`src/rtl/alu_pkg.sv`:
```
// Shared ALU definitions: datapath widths, select encoding, result-stage types.
package alu_pkg;

   localparam int ALU_IN_W  = 18;
   localparam int ALU_C_W   = 48;
   localparam int ALU_P_W   = 48;
   localparam int ALU_CNT_W = 8;

   // ALU 2-bit operation select
   localparam logic [1:0] ALU_SEL_ADD = 2'b00;
   localparam logic [1:0] ALU_SEL_SUB = 2'b01;
   localparam logic [1:0] ALU_SEL_MUL = 2'b10;
   localparam logic [1:0] ALU_SEL_MAC = 2'b11;

   // Group context of the result accumulator
   typedef enum logic {
      GRP_ACCUM = 1'b0,   // no beats of the current group accepted yet
      GRP_GROUP = 1'b1    // at least one non-last beat accumulated
   } grp_state_e;

   // Output FIFO entry at the default widths
   typedef struct packed {
      logic [ALU_P_W-1:0]   data;
      logic [ALU_CNT_W-1:0] count;
      logic                 ovf;
   } res_entry_t;

endpackage

```
`src/rtl/alu_res_fifo.sv`:
```
// Small synchronous FIFO for finished group results; same-cycle push/pop.
// A push while full is dropped, even if a pop happens in the same cycle.
module alu_res_fifo
   import alu_pkg::*;
#(
   parameter int  DEPTH   = 2,
   parameter type entry_t = res_entry_t
) (
   input  logic   clk,
   input  logic   rst,
   input  logic   push,
   input  logic   pop,
   input  entry_t wdata,
   output entry_t rdata,
   output logic   full,
   output logic   empty
);

   localparam int AW = $clog2(DEPTH);

   entry_t          mem [DEPTH];
   logic [AW-1:0]   wr_ptr, rd_ptr;
   logic [AW:0]     occ;
   logic            do_push, do_pop;

   assign full    = (occ == (AW+1)'(DEPTH));
   assign empty   = (occ == '0);
   assign do_push = push && !full;
   assign do_pop  = pop && !empty;
   assign rdata   = mem[rd_ptr];

   // Storage write; contents need no reset since empty masks them
   always_ff @(posedge clk) begin
      if (do_push) mem[wr_ptr] <= wdata;
   end

   // Pointers (wrap naturally, DEPTH is a power of two) and occupancy
   always_ff @(posedge clk) begin
      if (rst) begin
         wr_ptr <= '0;
         rd_ptr <= '0;
         occ    <= '0;
      end else begin
         if (do_push) wr_ptr <= wr_ptr + 1'b1;
         if (do_pop)  rd_ptr <= rd_ptr + 1'b1;
         case ({do_push, do_pop})
            2'b10:   occ <= occ + 1'b1;
            2'b01:   occ <= occ - 1'b1;
            default: occ <= occ;
         endcase
      end
   end

endmodule

```
`src/rtl/alu_result_acc.sv`:
```
// ALU result accumulator: sums signed beats per in_last-terminated group,
// narrows the sum with overflow detection and queues {sum, count, ovf}.
// Build option ALU_ACC_SAT_EN: narrowing saturates instead of truncating.
// Assumes ACC_W > IN_DATA_W and ACC_W > OUT_DATA_W.
module alu_result_acc
   import alu_pkg::*;
#(
   parameter int IN_DATA_W  = 48,
   parameter int ACC_W      = 56,
   parameter int OUT_DATA_W = 48,
   parameter int CNT_W      = 8,
   parameter int FIFO_DEPTH = 2
) (
   input  logic                  clk,
   input  logic                  rst,
   input  logic                  in_valid,
   output logic                  in_ready,
   input  logic [IN_DATA_W-1:0]  in_data,
   input  logic                  in_last,
   output logic                  out_valid,
   input  logic                  out_ready,
   output logic [OUT_DATA_W-1:0] out_data,
   output logic [CNT_W-1:0]      out_count,
   output logic                  out_ovf
);

   typedef struct packed {
      logic [OUT_DATA_W-1:0] data;
      logic [CNT_W-1:0]      count;
      logic                  ovf;
   } entry_t;

   grp_state_e            state, state_nxt;
   logic [ACC_W-1:0]      acc, acc_base, in_sext, sum, narrow_sext;
   logic [OUT_DATA_W-1:0] narrow, sum_out;
   logic [CNT_W-1:0]      cnt, cnt_inc;
   logic                  cnt_sat, sat_inc;
   logic                  accept, ovf_sum, fifo_full, fifo_empty;
   entry_t                push_e, head_e;

   assign in_ready = !fifo_full;
   assign accept   = in_valid && in_ready;

   // Datapath: running sum including the current beat
   assign in_sext  = {{(ACC_W-IN_DATA_W){in_data[IN_DATA_W-1]}}, in_data};
   assign acc_base = (state == GRP_GROUP) ? acc : '0;
   assign sum      = acc_base + in_sext;

   // Beat count saturates; any beat past the maximum flags the group
   assign sat_inc  = (cnt == '1);
   assign cnt_inc  = sat_inc ? cnt : cnt + 1'b1;

   // Sum fits OUT_DATA_W iff sign-extending its low bits reproduces it
   assign narrow      = sum[OUT_DATA_W-1:0];
   assign narrow_sext = {{(ACC_W-OUT_DATA_W){narrow[OUT_DATA_W-1]}}, narrow};
   assign ovf_sum     = (narrow_sext != sum);

`ifdef ALU_ACC_SAT_EN
   // Clamp to the signed OUT_DATA_W range on overflow
   always_comb begin
      sum_out = narrow;
      if (ovf_sum)
         sum_out = sum[ACC_W-1] ? {1'b1, {(OUT_DATA_W-1){1'b0}}}
                                : {1'b0, {(OUT_DATA_W-1){1'b1}}};
   end
`else
   assign sum_out = narrow;
`endif

   assign push_e = '{data: sum_out, count: cnt_inc, ovf: ovf_sum | cnt_sat | sat_inc};

   // Group context register
   always_ff @(posedge clk) begin
      if (rst) state <= GRP_ACCUM;
      else     state <= state_nxt;
   end

   // Group context next state: open on a non-last beat, close on in_last
   always_comb begin
      state_nxt = state;
      if (accept) state_nxt = in_last ? GRP_ACCUM : GRP_GROUP;
   end

   // Accumulator and beat counter; cleared when the group closes
   always_ff @(posedge clk) begin
      if (rst) begin
         acc     <= '0;
         cnt     <= '0;
         cnt_sat <= 1'b0;
      end else if (accept) begin
         if (in_last) begin
            acc     <= '0;
            cnt     <= '0;
            cnt_sat <= 1'b0;
         end else begin
            acc     <= sum;
            cnt     <= cnt_inc;
            cnt_sat <= cnt_sat | sat_inc;
         end
      end
   end

   alu_res_fifo #(
      .DEPTH   (FIFO_DEPTH),
      .entry_t (entry_t)
   ) u_fifo (
      .clk   (clk),
      .rst   (rst),
      .push  (accept && in_last),
      .pop   (out_ready),
      .wdata (push_e),
      .rdata (head_e),
      .full  (fifo_full),
      .empty (fifo_empty)
   );

   assign out_valid = !fifo_empty;
   assign out_data  = out_valid ? head_e.data  : '0;
   assign out_count = out_valid ? head_e.count : '0;
   assign out_ovf   = out_valid ? head_e.ovf   : 1'b0;

endmodule

```
`config.mk`:
```
export PLATFORM = sky130hd
export DESIGN_NAME = alu_result_acc
export DESIGN_NICKNAME = d
export VERILOG_FILES = /design/src/rtl/alu_pkg.sv /design/src/rtl/alu_res_fifo.sv /design/src/rtl/alu_result_acc.sv
export SDC_FILE = /design/constraint.sdc
export NUM_CORES = 1
export LEC_CHECK = 0
export ABC_AREA = 1
export CAP_MARGIN = 20
export CORE_MARGIN = 1
export CORE_UTILIZATION = 50
export DETAILED_ROUTE_END_ITERATION = 10
export GPL_TIMING_DRIVEN = 0
export PLACE_DENSITY_LB_ADDON = 0.08
export SLEW_MARGIN = 10
export SYNTH_ARGS = -nofsm -noshare
export SYNTH_HDL_FRONTEND = slang
export SYNTH_SLANG_ARGS = --single-unit
export TNS_END_PERCENT = 10
```
`constraint.sdc`:
```
create_clock -name clk -period 5.6 [get_ports clk]
set_input_delay 0.56 -clock clk [delete_from_list [all_inputs] [get_ports clk]]
set_output_delay 0.56 -clock clk [all_outputs]
set_load 0.02 [all_outputs]
```
* Word-level counts from Yosys, hierarchy flattened *
Memories as Yosys holds them, arrays and structs flattened. A register that Yosys moved wholly into a read port is not among the register bits.
Cells that the tools add are included.

word-level totals
  register bits = 70
  memory bits (writable) = 114
  input port bits = 53
  output and inout bits = 59
  word-level logic and storage cells = 44
  memories kept = 1

memory list
  name        depth  width  rd ports  clocked after Yosys merged registers in  write ports  RTL line            text
  u_fifo.mem  2      57     1         1                                        1            alu_res_fifo.sv:21  entry_t mem [DEPTH];

cells by class
  $add $sub $neg = 6
  equality and inequality tests = 5
  muxes and demuxes = 14
  bitwise operators = 3
  reduce and logical (&&, ||, !) cells = 8

operators by type and width
  kind                                                                   count
  56-bit two-way mux                                                     2
  56-bit adder                                                           1
  48-bit two-way mux                                                     1
  8-bit two-way mux                                                      3
  8-bit by 1-bit adder with 8-bit output, second input constant          1
  8-bit equality test, second input constant                             1
  8-bit != test                                                          1
  1-bit two-way mux                                                      7
  2-bit equality test, second input constant                             2
  1-bit logical AND                                                      4
  2-bit one-hot mux with 2 select lines                                  1
  1-bit OR                                                               3
  1-bit adder, second input constant                                     2
  2-bit by 1-bit adder with 2-bit output, second input constant          1
  2-bit by 1-bit equality test with 1-bit output, second input constant  1
  1-bit logical NOT                                                      2
  2-bit logical NOT                                                      1
  2-bit nonzero test                                                     1
  2-bit by 1-bit subtractor with 2-bit output, second input constant     1

* Depth between registers and ports, before layout *
Gate-level depths: netlist (run 1).

  depth after elaboration = 7
  depth in mapped cells = 22
  mapped depth without buffers = 21

* Cells and area by module *
A second synthesis (run 1) with hierarchy kept.

second synthesis, totals
  cell total of the unflattened synthesis = 1697
  area total of the unflattened synthesis = 12368.1 um^2

by module, submodules not included
  module          instances  cells each  area an instance (um^2)  seq. area each (um^2)
  alu_result_acc  1          1480        7890.1                   1321.3
  alu_res_fifo    1          217         4478.0                   3523.4

* Least setup slack after synthesis (run 1) *
OpenSTA, ideal clock, no wires.

  kind = register to register
  start = register u_fifo.occ[0]
  end = memory u_fifo.mem[0][0] (netlist name) (enable)
  library setup time = 0.472 ns
  arrival time = 3.375 ns
  data required time = 5.128 ns
  setup slack = 1.754 ns
  cell stages (with the launch flop) = 7
  path through = dfxtp_1 > inv_1 > nand2_1 > nand2_1 > nor2_1 > inv_1 > nor2_1

on the way
  word-level cells in the longest chain between the ends = 7

ends and longest elaborated chain
  element                                      RTL line               text
  from (decl)                                  alu_res_fifo.sv:23     logic [AW:0] occ;
  from (signal assigned)                       alu_res_fifo.sv:47     2'b10: occ <= occ + 1'b1;
  from (signal assigned)                       alu_res_fifo.sv:48     2'b01: occ <= occ - 1'b1;
  2-bit equality test (*)                      alu_res_fifo.sv:26     assign full = (occ == (AW+1)'(DEPTH));
  1-bit logical NOT (*)                        alu_result_acc.sv:41   assign in_ready = !fifo_full;
  net in_ready                                 alu_result_acc.sv:17   output logic in_ready,
  1-bit logical AND                            alu_result_acc.sv:42   assign accept = in_valid && in_ready;
  1-bit logical AND                            alu_result_acc.sv:109  .push (accept && in_last),
  1-bit logical AND (*)                        alu_res_fifo.sv:28     assign do_push = push && !full;
  1-bit two-way mux (*)                        alu_res_fifo.sv:34     if (do_push) mem[wr_ptr] <= wdata;
  1-bit two-way mux (implied by the code) (*)  alu_res_fifo.sv:34
  to (decl)                                    alu_res_fifo.sv:21

Mark *: on every way through the listed nets, which the timed path passes. The rest lies on a longest branch.

==> key figures, run 1 <==
Die
  • Count of standard-cell rows: 56
  • Die Area: 24600 um2
  • Overall die height: 157 um
  • Initial standard-cell utilization of the core: 0.510
  • DIE WIDTH: 157 um
  • Core Box Area: 23500 um2
  • I/O pin count: 112

Logic synthesis
  • Number of warnings printed during yosys synthesis: 0
  • Mapped Avg Cell Area: 7.03 um2
  • Count of mapped cells out of synthesis: 1703
  • Total nets after synthesis: 1814
  • Asr flop ratio synth: 0
  • Cell types occupying the most area after synthesis: sky130_fd_sc_hd__edfxtp_1 29%, sky130_fd_sc_hd__nand2_1 21%, sky130_fd_sc_hd__dfxtp_1 12%, sky130_fd_sc_hd__inv_1 7.6%, sky130_fd_sc_hd__a21oi_1 7.4%
  • List of most frequent post-synthesis cells: 668 x sky130_fd_sc_hd__nand2_1, 244 x sky130_fd_sc_hd__inv_1, 178 x sky130_fd_sc_hd__a21oi_1, 114 x sky130_fd_sc_hd__edfxtp_1, 99 x sky130_fd_sc_hd__nor2_1
  • Most frequently used cell type in the post-synthesis netlist: sky130_fd_sc_hd__nand2_1
  • Part of the Yosys area used for sequential elements: 0.404
  • Area share of the largest cell type after synthesis: 0.286
  • Number of synthesized flops with an enable pin: 114
  • Number of synthesized register bits: 185
  • Synth cell types: 42
  • Cell type contributing the most total cell area after synthesis: sky130_fd_sc_hd__edfxtp_1
  • Prevailing post-synth register cell: sky130_fd_sc_hd__edfxtp_1
  • Mapped Area: 12000 um2

Run
  • Max-cap check violation count: 0

Placed design
  • Final estimated routing congestion in global placement: 0.947
  • Port-buffer cells: 111
  • Placed cell count: 2138
  • Post-DP HPWL: 25700 um

GRT
  • Overall track demand over capacity in global routing: 0.275
  • First-pass GRT wire length: 51300 um
  • Vias in the first global route: 10106
  • Pin count of the biggest net entering global routing: 29
  • GR Util met2: 0.459
  • Remaining Overflow, GRT: 0
  • Met3 capacity usage during global routing: 0.0338
  • Number of antenna violations at the first check in global routing: 0
  • Most utilized layer in the global route result: met2
  • Met1 track demand over resource: 0.366

Hold path
  • Cell depth of the worst hold path: 1
  • Worst hold path class: flip-flop to flip-flop
  • Worst Min Path Start: u_fifo.rd_ptr$_SDFFE_PP0P_

Clocking
  • Post_cts resized: 0
  • Clock tree from TritonCTS: yes
  • Clock-pin slew of the registers on the worst-case setup and hold paths: 0.08 ns
  • Clock latency of the later-clocked register in the worst-skew pair: 0.46 ns
  • Setup fix buffers added after clock tree synthesis: 0
  • Number of hold-repair buffers added at the cts stage: 0
  • Clock tree buffer depth: 2
  • Clock H-tree levels: 4
  • Library cell used as clock root buffer: sky130_fd_sc_hd__clkbuf_16
  • Number of buffers added by the clock tree synthesis step: 17
  • Clock sink count: 185

Timing
  • Fmax: 0.257 GHz
  • Endpoints failing hold: 0
  • Final worst path period need: 3.89 ns
  • Worst hold slack: 0.457 ns
  • Final period util: 0.694
  • Largest clock skew in the final design: 0.0150 ns
  • Final setup violation count: 0
  • Remaining max-slew budget at the tightest pin: 0.352
  • Worst-margin pin slew: 0.972 ns
  • Number of max-slew violations in the final report: 0
  • Setup repair after global routing missed its margin: false

Worst setup path
  • Length in cells of the worst reg-to-reg path: 14
  • Critical-path maximum fanout: 10
  • Critical R2R Launch: state$_SDFFE_PP0P_
  • Data arrival time of the critical path: 4.09 ns
  • CP max stage delay: 0.64 ns
  • CP Data Required Time: 5.80 ns
  • Endpoint of the lowest-slack register-to-register path: u_fifo.mem[0][55]$_DFFE_PP_
  • Type of the worst setup path: flip-flop to flip-flop
  • Worst path slowest cell: sky130_fd_sc_hd__clkbuf_1
  • Worst path most repeated cell: sky130_fd_sc_hd__nand2_1
  • Critical Path Start Type: flip-flop
  • Reg-to-reg slack, setup: 1.71 ns
  • Critical Path End Type: flip-flop
  • Cells traversed along the worst timing path: clkbuf_1, buf_1, nand2_1, inv_1, ha_1, a21oi_1, nand2_1, inv_1, nand2_1, nand2_1, nand3_2, a21oi_1, o211ai_1, and2_1

Layout
  • Number of cells in the finished layout apart from fillers: 2170
  • Count of antenna diodes in the layout: 0
  • Area delta synth->final: 18.8%
  • Fill cells: 2216
  • Fraction of the core area covered by cells at the end of the flow: 0.606
  • Net count of the finished layout: 1949
  • Layout cells sized above 1: 0.0605

Detailed routing
  • Wirelength, routed: 32300 um
  • Count of routing violations after the opening detailed-route iteration: 609
  • Via count: 10805
  • Per-cell routed wire length: 14.9 um
  • Post-route DRC violation count: 0
  • Number of iterations in the first detailed-routing pass: 5
  • Number of nets still failing antenna checks after routing: 0
  • Via density per instance: 4.98

Pwr
  • Ratio of total power to cell area: 260 nW/um2
  • Pleak: 6.68 nW
  • Largest voltage drop on the vdd net: 0.000197 V

Status
  • Result of the run: finished, final reports clean
==> cells in the final DEF, fill, tap and decap left out, drive strengths merged <==
cell type,n
a21o,2
nor4,1
a31o,1
nand3,50
and3,3
o21bai,9
o211ai,3
nand2,693
a22oi,1
edfxtp,114
a21oi,178
or3,1
a21boi,1
buf,10
dfxtp,71
o21ai,22
clkbuf,56
or2,2
nor3,10
inv,255
a31oi,8
nand4,7
clkinv,11
fa,1
nand3b,5
clkdlybuf4s50,111
ha,57
nor2,120
xnor2,17
and2,5
xor2,26
==> report_power, final <==
part | internal, mW | switching (mW)
clock | 0.613 | 0.650
sequential | 1.52 | 0.0264
combinational | 0.326 | 0.562
==> layout make-up <==
cell class                      count  area [um2]  area share
Tap cell                          319         399      0.0281
Inverter                          251         942      0.0662
Multi-Input combinational cell   1223        6040       0.425
Buffer                             44         166      0.0117
Clock inverter                     15         201      0.0142
Timing Repair Buffer              116        1210      0.0848
Sequential cell                   185        4840       0.341
Clock buffer                       17         425      0.0299
==> flip-flops by register name, indices dropped and copies added, names as in the netlist, named ones only <==
signal / count
acc: 56
cnt: 8
u_fifo.occ: 2
cnt_sat: 1
u_fifo.wr_ptr: 1
u_fifo.rd_ptr: 1
state: 1
u_fifo.mem: 114
==> cell families after synthesis <==
kind of cell             synth area share
flip-flops                          0.404
buffers and inverters              0.0925
AND/OR/NAND/NOR                     0.310
adder cells (fa/ha/maj)            0.0612
XOR/XNOR                           0.0321
AO/OA/AOI/OAI                      0.0994
==> worst max-delay path, delay by kind of cell, from the launching register on <==
family	cells	cell delay, ns
fa+ha+maj	1	0.27
compound gates	3	1.03
simple gates	6	0.78
buf+inv	4	1.21
flops	1	0.35
==> how the worst max path moves through the flow <==
stage	from	to	cells after the start
after floorplan	u_fifo.occ[0]$_SDFFE_PP0P_	u_fifo.mem[0][0]$_DFFE_PP_	6
after global placement	in_valid	u_fifo.mem[1][37]$_DFFE_PP_	5
after detailed placement	state$_SDFFE_PP0P_	u_fifo.mem[0][55]$_DFFE_PP_	14
after CTS	state$_SDFFE_PP0P_	u_fifo.mem[0][55]$_DFFE_PP_	14
after global routing	state$_SDFFE_PP0P_	u_fifo.mem[0][0]$_DFFE_PP_	17
final	state$_SDFFE_PP0P_	u_fifo.mem[0][55]$_DFFE_PP_	14
==> per-layer routing <==
layer  vias to the layer above  wire length, um
met2                       234            14900
li1                       5633                -
met5                         -                0
met4                         0              738
met3                        45             1340
met1                      4893            15300
==> metrics by stage <==
stage | area, um2 | power (mW) | TNS (ns) | setup WS, ns
2_1_floorplan | 12000 | 2.10 | 0 | 1.75
3_3_place_gp | 13500 | 2.45 | -24.48 | -0.227
3_5_place_dp | 13600 | 2.47 | 0 | 1.81
4_1_cts | 14200 | 3.72 | 0 | 1.79
5_1_grt | 14200 | 3.86 | 0 | 1.45
6_report | 14200 | 3.70 | 0 | 1.71
No activity file was read; power rests on OpenSTA's default activity.
==> run 2, diff against run 1 <==
clock period = 3.6 ns   (was 5.6 ns; I/O delays follow)
==> run 2 against run 1 <==
Compared with the run above: combinational power grew 55%; cell area is essentially flat; clock power is 56% higher; flip-flop and latch count did not move; die area unchanged; global-route usage stayed put; critical path type is now flip-flop to primary output; largest power group unchanged.
==> key figures, run 2 (synthesis gave the netlist of run 1 again) <==
GRT
  • Vias in the first global route: 10106 (unchanged)
  • Number of antenna violations at the first check in global routing: 0 (unchanged)
  • Pin count of the biggest net entering global routing: 29 (unchanged)
  • Overall track demand over capacity in global routing: 0.275 (unchanged)
  • First-pass GRT wire length: 51300 um (unchanged)
  • Remaining Overflow, GRT: 0 (unchanged)

Pwr
  • Ratio of total power to cell area: 404 nW/um2 (+55%)
  • Part of the power in the clock network: 0.341 (about the same)
  • Fraction of power spent switching nets: 0.335 (about the same)
  • Internal Power: 3.83 mW (+56%)
  • Sw power: 1.93 mW (+56%)
  • Largest voltage drop on the vdd net: 0.000306 V (+55%)
  • Part of the total power dissipated in combinational logic: 0.240 (about the same)
  • Total Power Consumption: 5.76 mW (+56%)
  • Pleak: 6.70 nW (+0.31%)
  • Sequential cell fraction of total power: 0.419 (about the same)

Timing
  • Final period util: 0.952
  • Endpoints failing hold: 0 (unchanged)
  • Largest clock skew in the final design: 0.0178 ns (+0.00279 ns)
  • Remaining max-slew budget at the tightest pin: 0.335 (-0.0172)
  • Setup repair after global routing missed its margin: true
  • Number of max-slew violations in the final report: 0 (unchanged)
  • Fmax: 0.292 GHz
  • Final setup violation count: 0 (unchanged)
  • Final worst path period need: 3.43 ns
  • Worst-margin pin slew: 0.998 ns (+0.0258 ns)
  • Total negative setup slack: 0 ns (unchanged)

Layout
  • Fraction of the core area covered by cells at the end of the flow: 0.607 (about the same)
  • Number of flip-flops in the largest register: 114 (unchanged)
  • Most frequent cells in the layout: 668 x sky130_fd_sc_hd__nand2_1, 244 x sky130_fd_sc_hd__inv_1, 177 x sky130_fd_sc_hd__a21oi_1
  • Area delta synth->final: 18.9% (about the same)
  • Fill cells: 2215 (-0.045%)
  • Top flop regs: u_fifo.mem: 114 flops, acc: 56 flops, cnt: 8 flops
  • Area occupied by registers: 4840 um2 (unchanged)
  • Count of antenna diodes in the layout: 0 (unchanged)
  • Area of the multi-input gates: 6050 um2 (about the same)
  • Most common cell after layout, fill and taps aside: sky130_fd_sc_hd__nand2_1
  • Layout cells sized above 1: 0.0643 (+0.00378)
  • Largest register by flop count: u_fifo.mem
  • Net count of the finished layout: 1949 (unchanged)

Worst setup path
  • Critical Path Start Type: flip-flop
  • Critical-path maximum fanout: 10 (unchanged)
  • Data arrival time of the critical path: 3.07 ns (-1.02 ns)
  • Reg-to-reg slack, setup: 0.25 ns (-1.46 ns)
  • Cells traversed along the worst timing path: inv_1, clkbuf_1, clkbuf_1, nand2_1, a21oi_1, clkdlybuf4s50_1
  • Worst path most repeated cell: sky130_fd_sc_hd__clkbuf_1
  • Critical Path End Type: primary output
  • Endpoint of the lowest-slack register-to-register path: u_fifo.mem[0][0]$_DFFE_PP_
  • Logic depth of the worst path, buffers included: 6 (-8)
  • CP max stage delay: 0.75 ns (+0.11 ns)
  • Length in cells of the worst reg-to-reg path: 18 (+4)
  • Capturing instance or port of the critical path: out_data[37]
  • Buf+Inv Stages, Crit Path: 4 (unchanged)
  • Top cell family by delay on the critical path: buffers and inverters
  • Worst path slowest cell: sky130_fd_sc_hd__clkbuf_1
  • Type of the worst setup path: flip-flop to primary output
  • CP Data Required Time: 3.24 ns (-2.56 ns)
  • Critical R2R Launch: state$_SDFFE_PP0P_

Placed design
  • Post-DP HPWL: 25700 um (unchanged)
  • Port-buffer cells: 111 (unchanged)
  • Final estimated routing congestion in global placement: 0.947 (unchanged)

Detailed routing
  • Number of nets still failing antenna checks after routing: 0 (unchanged)
  • Wirelength, routed: 32300 um (+0.12%)
  • Per-cell routed wire length: 14.9 um (+0.12%)
  • Count of routing violations after the opening detailed-route iteration: 586 (-3.8%)
  • Via density per instance: 4.99 (+0.17%)
  • Number of iterations in the first detailed-routing pass: 7 (+2)
  • Via count: 10823 (+0.17%)
  • Post-route DRC violation count: 0 (unchanged)

Status
  • Result of the run: finished, final reports clean

Run
  • Max-cap check violation count: 0 (unchanged)

Clocking
  • Clock latency of the later-clocked register in the worst-skew pair: 0.46 ns (about the same)
  • Clock H-tree levels: 4 (unchanged)
  • Clock tree buffer depth: 2 (unchanged)
  • Library cell used as clock root buffer: sky130_fd_sc_hd__clkbuf_16
  • Clock sink count: 185 (unchanged)
  • Clock tree from TritonCTS: yes
  • Number of hold-repair buffers added at the cts stage: 0 (unchanged)
  • Clock-pin slew of the registers on the worst-case setup and hold paths: 0.08 ns (about the same)
  • Number of buffers added by the clock tree synthesis step: 17 (unchanged)

Die
  • DIE WIDTH: 157 um (unchanged)
  • Count of standard-cell rows: 56 (unchanged)
  • Core Box Area: 23500 um2 (unchanged)
  • Overall die height: 157 um (unchanged)
  • Die Area: 24600 um2 (unchanged)
  • Initial standard-cell utilization of the core: 0.510 (unchanged)
  • I/O pin count: 112 (unchanged)

Hold path
  • Worst hold path class: flip-flop to flip-flop
==> run 2: changes by cell type in the layout (fill, tap and decap cells not counted), sizes merged <==
cell    change
buf         -2
clkbuf      +2
==> run 2: metrics by stage <==
step	worst slack [ns]	instance area, um2	std cells	hold WS (ns)
after floorplan	-0.246	12000	1703	0.425
after global placement	-2.03	13500	2133	0.434
after detailed placement	-0.194	13600	2138	0.446
after CTS	0.0878	14200	2170	0.458
after global routing	-0.0179	14200	2170	0.468
final	0.173	14200	2170	0.457
==> run 2: repair_timing <==
action,CTS,global route
cloned,0,0
endpoints found under the setup margin,22,21
setup buffers,0,0
resized for setup,1,11
==> run 2: area by class of cell <==
type,instances,area share
Buffer,44,0.0124
Sequential cell,185,0.340
Clock inverter,15,0.0141
Inverter,251,0.0662
Timing Repair Buffer,116,0.0847
Multi-Input combinational cell,1223,0.425
Clock buffer,17,0.0299
Tap cell,319,0.0280
==> run 2: worst min path at each step <==
stage	slack (ns)	endpoint	cells after the start	start
after floorplan	0.43	flip-flop	1	u_fifo.rd_ptr$_SDFFE_PP0P_
after global routing	0.47	flip-flop	1	u_fifo.rd_ptr$_SDFFE_PP0P_
final	0.46	flip-flop	1	u_fifo.rd_ptr$_SDFFE_PP0P_
after CTS	0.46	flip-flop	1	u_fifo.rd_ptr$_SDFFE_PP0P_
after detailed placement	0.45	flip-flop	1	u_fifo.rd_ptr$_SDFFE_PP0P_
after global placement	0.43	u_fifo.rd_ptr$_SDFFE_PP0P_	1	u_fifo.rd_ptr$_SDFFE_PP0P_
==> run 2: worst reg2reg max path: stages (launching register included) <==
cell                       delay (ns)
sky130_fd_sc_hd__dfxtp_1         0.35
sky130_fd_sc_hd__clkbuf_4        0.28
sky130_fd_sc_hd__clkbuf_2        0.28
sky130_fd_sc_hd__nand2_1         0.09
sky130_fd_sc_hd__inv_1           0.06
sky130_fd_sc_hd__ha_1            0.27
sky130_fd_sc_hd__nand2_1         0.19
sky130_fd_sc_hd__inv_1           0.06
sky130_fd_sc_hd__a21oi_1         0.30
sky130_fd_sc_hd__nand2_1         0.14
sky130_fd_sc_hd__nand3b_1        0.33
sky130_fd_sc_hd__nand2_1         0.20
sky130_fd_sc_hd__nand3_1         0.09
sky130_fd_sc_hd__nand2_1         0.12
sky130_fd_sc_hd__nand3_1         0.07
sky130_fd_sc_hd__nor2_1          0.08
sky130_fd_sc_hd__nand2_1         0.05
sky130_fd_sc_hd__nand2_1         0.08
sky130_fd_sc_hd__nand2_1         0.07
==> run 2: metal layers <==
layer / GRT usage / wire (um) / part of all wire
met1: 0.366 / 15500 / 0.48
met2: 0.459 / 14900 / 0.46
met3: 0.0338 / 1180 / 0.036
met4: 0.0948 / 726 / 0.022
met5: 0 / 0 / 0
==> run 2: power groups by stage <==
stage | Clock (mW) | Combinational [mW] | Sequential, mW
finish | 1.96 | 1.38 | 2.41
global route | 2.06 | 1.52 | 2.42
CTS | 1.98 | 1.39 | 2.41
detailed placement | 0 | 1.38 | 2.46
global placement | 0 | 1.35 | 2.46
floorplan | 0 | 0.807 | 2.45
==> run 3, diff against run 2 <==
TNS_END_PERCENT = not set   (was 10)
==> run 3 against run 2 <==
Compared with the run above: sequential share of layout area about the same; core utilization about the same; critical path type is now flip-flop to flip-flop; critical endpoint is now u_fifo.mem[0][0]$_DFFE_PP_; highest routed layer unchanged; power about the same; global-route usage unchanged; non-clock buffer count down 1; largest cell class unchanged.
==> key figures, run 3 (synthesis gave the netlist of run 1 again) <==
Detailed routing
  • Via count: 10867 (+0.41%)
  • Per-cell routed wire length: 14.9 um (about the same)
  • Wirelength, routed: 32300 um (about the same)
  • Number of iterations in the first detailed-routing pass: 6 (-1)
  • Count of routing violations after the opening detailed-route iteration: 614 (+4.8%)
  • Via density per instance: 5.01 (+0.45%)
  • Post-route DRC violation count: 0 (unchanged)
  • Number of nets still failing antenna checks after routing: 0 (unchanged)

Placed design
  • Port-buffer cells: 111 (unchanged)
  • Post-DP HPWL: 25700 um (unchanged)
  • Placed cell count: 2138 (unchanged)
  • Placement Setup Slack: -0.194 ns (unchanged)
  • Final estimated routing congestion in global placement: 0.947 (unchanged)

Hold path
  • Worst hold path class: flip-flop to flip-flop
  • Cell depth of the worst hold path: 1 (unchanged)
  • Worst Min Path Start: u_fifo.rd_ptr$_SDFFE_PP0P_

Layout
  • Number of flip-flops in the largest register: 114 (unchanged)
  • Top flop regs: u_fifo.mem: 114 flops, acc: 56 flops, cnt: 8 flops
  • Layout cells sized above 1: 0.0643 (about the same)
  • Most frequent cells in the layout: 668 x sky130_fd_sc_hd__nand2_1, 244 x sky130_fd_sc_hd__inv_1, 177 x sky130_fd_sc_hd__a21oi_1
  • Largest register by flop count: u_fifo.mem
  • Net count of the finished layout: 1948 (-0.051%)
  • Count of antenna diodes in the layout: 0 (unchanged)
  • Most common cell after layout, fill and taps aside: sky130_fd_sc_hd__nand2_1
  • Number of cells in the finished layout apart from fillers: 2169 (-0.046%)
  • Area delta synth->final: 18.8% (about the same)

Worst setup path
  • Critical Path Start Type: flip-flop
  • Length in cells of the worst reg-to-reg path: 18 (unchanged)
  • Data arrival time of the critical path: 3.49 ns (+0.42 ns)
  • Critical Path End Type: flip-flop
  • Cells traversed along the worst timing path: clkbuf_4, clkbuf_2, nand2_1, inv_1, ha_1, nand2_1, inv_1, a21oi_1, nand2_1, nand3b_1, nand2_1, nand3_1, nand2_1, nand3_1, nor2_1, nand2_1, nand2_1, nand2_1
  • CP max stage delay: 0.35 ns (-0.40 ns)
  • Endpoint of the lowest-slack register-to-register path: u_fifo.mem[0][0]$_DFFE_PP_
  • Critical R2R Launch: state$_SDFFE_PP0P_
  • Crit path from: state$_SDFFE_PP0P_
  • Buf+Inv Stages, Crit Path: 4 (unchanged)
  • Type of the worst setup path: flip-flop to flip-flop
  • Worst path most repeated cell: sky130_fd_sc_hd__nand2_1
  • Worst path slowest cell: sky130_fd_sc_hd__dfxtp_1
  • Critical-path maximum fanout: 10 (unchanged)
  • Top cell family by delay on the critical path: simple AND/OR/NAND/NOR gates
  • Reg-to-reg slack, setup: 0.31 ns (+0.06 ns)
  • CP Data Required Time: 3.80 ns (+0.56 ns)

Die
  • Initial standard-cell utilization of the core: 0.510 (unchanged)
  • Core Box Area: 23500 um2 (unchanged)
  • Die Area: 24600 um2 (unchanged)
  • Overall die height: 157 um (unchanged)
  • Count of standard-cell rows: 56 (unchanged)
  • DIE WIDTH: 157 um (unchanged)
  • I/O pin count: 112 (unchanged)

GRT
  • Vias in the first global route: 10106 (unchanged)
  • First-pass GRT wire length: 51300 um (unchanged)
  • Remaining Overflow, GRT: 0 (unchanged)
  • Overall track demand over capacity in global routing: 0.275 (unchanged)
  • Number of antenna violations at the first check in global routing: 0 (unchanged)
  • Pin count of the biggest net entering global routing: 29 (unchanged)

Timing
  • Final setup violation count: 0 (unchanged)
  • Worst path setup slack after routing: 0.309 ns (+0.136 ns)
  • Final worst path period need: 3.29 ns (-0.136 ns)
  • Largest clock skew in the final design: 0.0134 ns (-0.00442 ns)
  • Final period util: 0.914 (-0.0378)
  • Fmax: 0.304 GHz (+4.1%)
  • Worst-margin pin slew: 0.806 ns (-0.192 ns)
  • Endpoints failing hold: 0 (unchanged)
  • Remaining max-slew budget at the tightest pin: 0.463 (+0.128)
  • Setup repair after global routing missed its margin: false
  • Number of max-slew violations in the final report: 0 (unchanged)
  • Total negative setup slack: 0 ns (unchanged)

Run
  • Max-cap check violation count: 0 (unchanged)

Clocking
  • Number of buffers added by the clock tree synthesis step: 17 (unchanged)
  • Clock-pin slew of the registers on the worst-case setup and hold paths: 0.08 ns (about the same)
  • Clock tree buffer depth: 2 (unchanged)
  • Number of hold-repair buffers added at the cts stage: 0 (unchanged)
  • Library cell used as clock root buffer: sky130_fd_sc_hd__clkbuf_16
  • Clock H-tree levels: 4 (unchanged)
  • Clock latency of the later-clocked register in the worst-skew pair: 0.46 ns (about the same)
  • Clock tree from TritonCTS: yes
  • Clock sink count: 185 (unchanged)

Pwr
  • Part of the total power dissipated in combinational logic: 0.240 (about the same)
  • Fraction of power spent switching nets: 0.334 (about the same)
  • Ratio of total power to cell area: 404 nW/um2 (about the same)
  • Internal Power: 3.83 mW (about the same)
  • Sw power: 1.92 mW (about the same)
  • Largest voltage drop on the vdd net: 0.000308 V (+0.66%)
  • Sequential cell fraction of total power: 0.419 (about the same)
  • Pleak: 6.70 nW (about the same)
  • Part of the power in the clock network: 0.341 (about the same)

Status
  • Result of the run: finished, final reports clean
[run 3: cell types whose count changed in the layout (fill, tap and decap cells not counted)]
| cell | before | now |
|---|---|---|
| sky130_fd_sc_hd__clkbuf_1 | 35 | 34 |
[run 3: stage by stage]
stage	total power, mW	utilization	cell area (um2)	hold WS, ns
floorplan	3.26	-	12000	0.425
global placement	3.81	0.575	13500	0.434
detailed placement	3.84	0.579	13600	0.446
CTS	5.78	0.606	14200	0.458
global route	6.00	0.607	14200	0.468
finish	5.75	0.607	14200	0.457
[run 3: how the worst max path moves through the flow]
stage | end | slack, ns | cells after the start
after floorplan | u_fifo.mem[0][0]$_DFFE_PP_ | -0.25 | 6
after global placement | u_fifo.mem[1][37]$_DFFE_PP_ | -2.03 | 5
after detailed placement | u_fifo.mem[0][55]$_DFFE_PP_ | -0.19 | 14
after CTS | u_fifo.mem[1][55]$_DFFE_PP_ | 0.09 | 14
after global routing | u_fifo.mem[0][0]$_DFFE_PP_ | 0.04 | 18
final | u_fifo.mem[0][0]$_DFFE_PP_ | 0.31 | 18
[run 3: routing by layer]
metal  GRT usage  part of all wire
met4      0.0948             0.021
met2       0.459              0.46
met5           0                 0
met3      0.0338             0.043
met1       0.366              0.48
[run 3: what timing repair did]
item | CTS | global route
setup buffers | 0 | 0
resized for setup | 1 | 11
cloned | 0 | 0
setup endpoints to repair | 22 | 21
pin swaps | 0 | 0
[run 3: final cells by class]
class | count | area, um2
Fill cell | 2214 | 9240
Inverter | 251 | 942
Timing Repair Buffer | 116 | 1210
Clock inverter | 15 | 201
Clock buffer | 17 | 425
Sequential cell | 185 | 4840
Multi-Input combinational cell | 1223 | 6050
Tap cell | 319 | 399
Buffer | 43 | 173
[run 3: power by group through the flow]
stage                     Clock, mW  Combinational, mW  Sequential, mW
after CTS                      1.98               1.39            2.41
after global placement            0               1.35            2.46
after detailed placement          0               1.38            2.46
final                          1.96               1.38            2.41
after global routing           2.06               1.51            2.42
after floorplan                   0              0.807            2.45
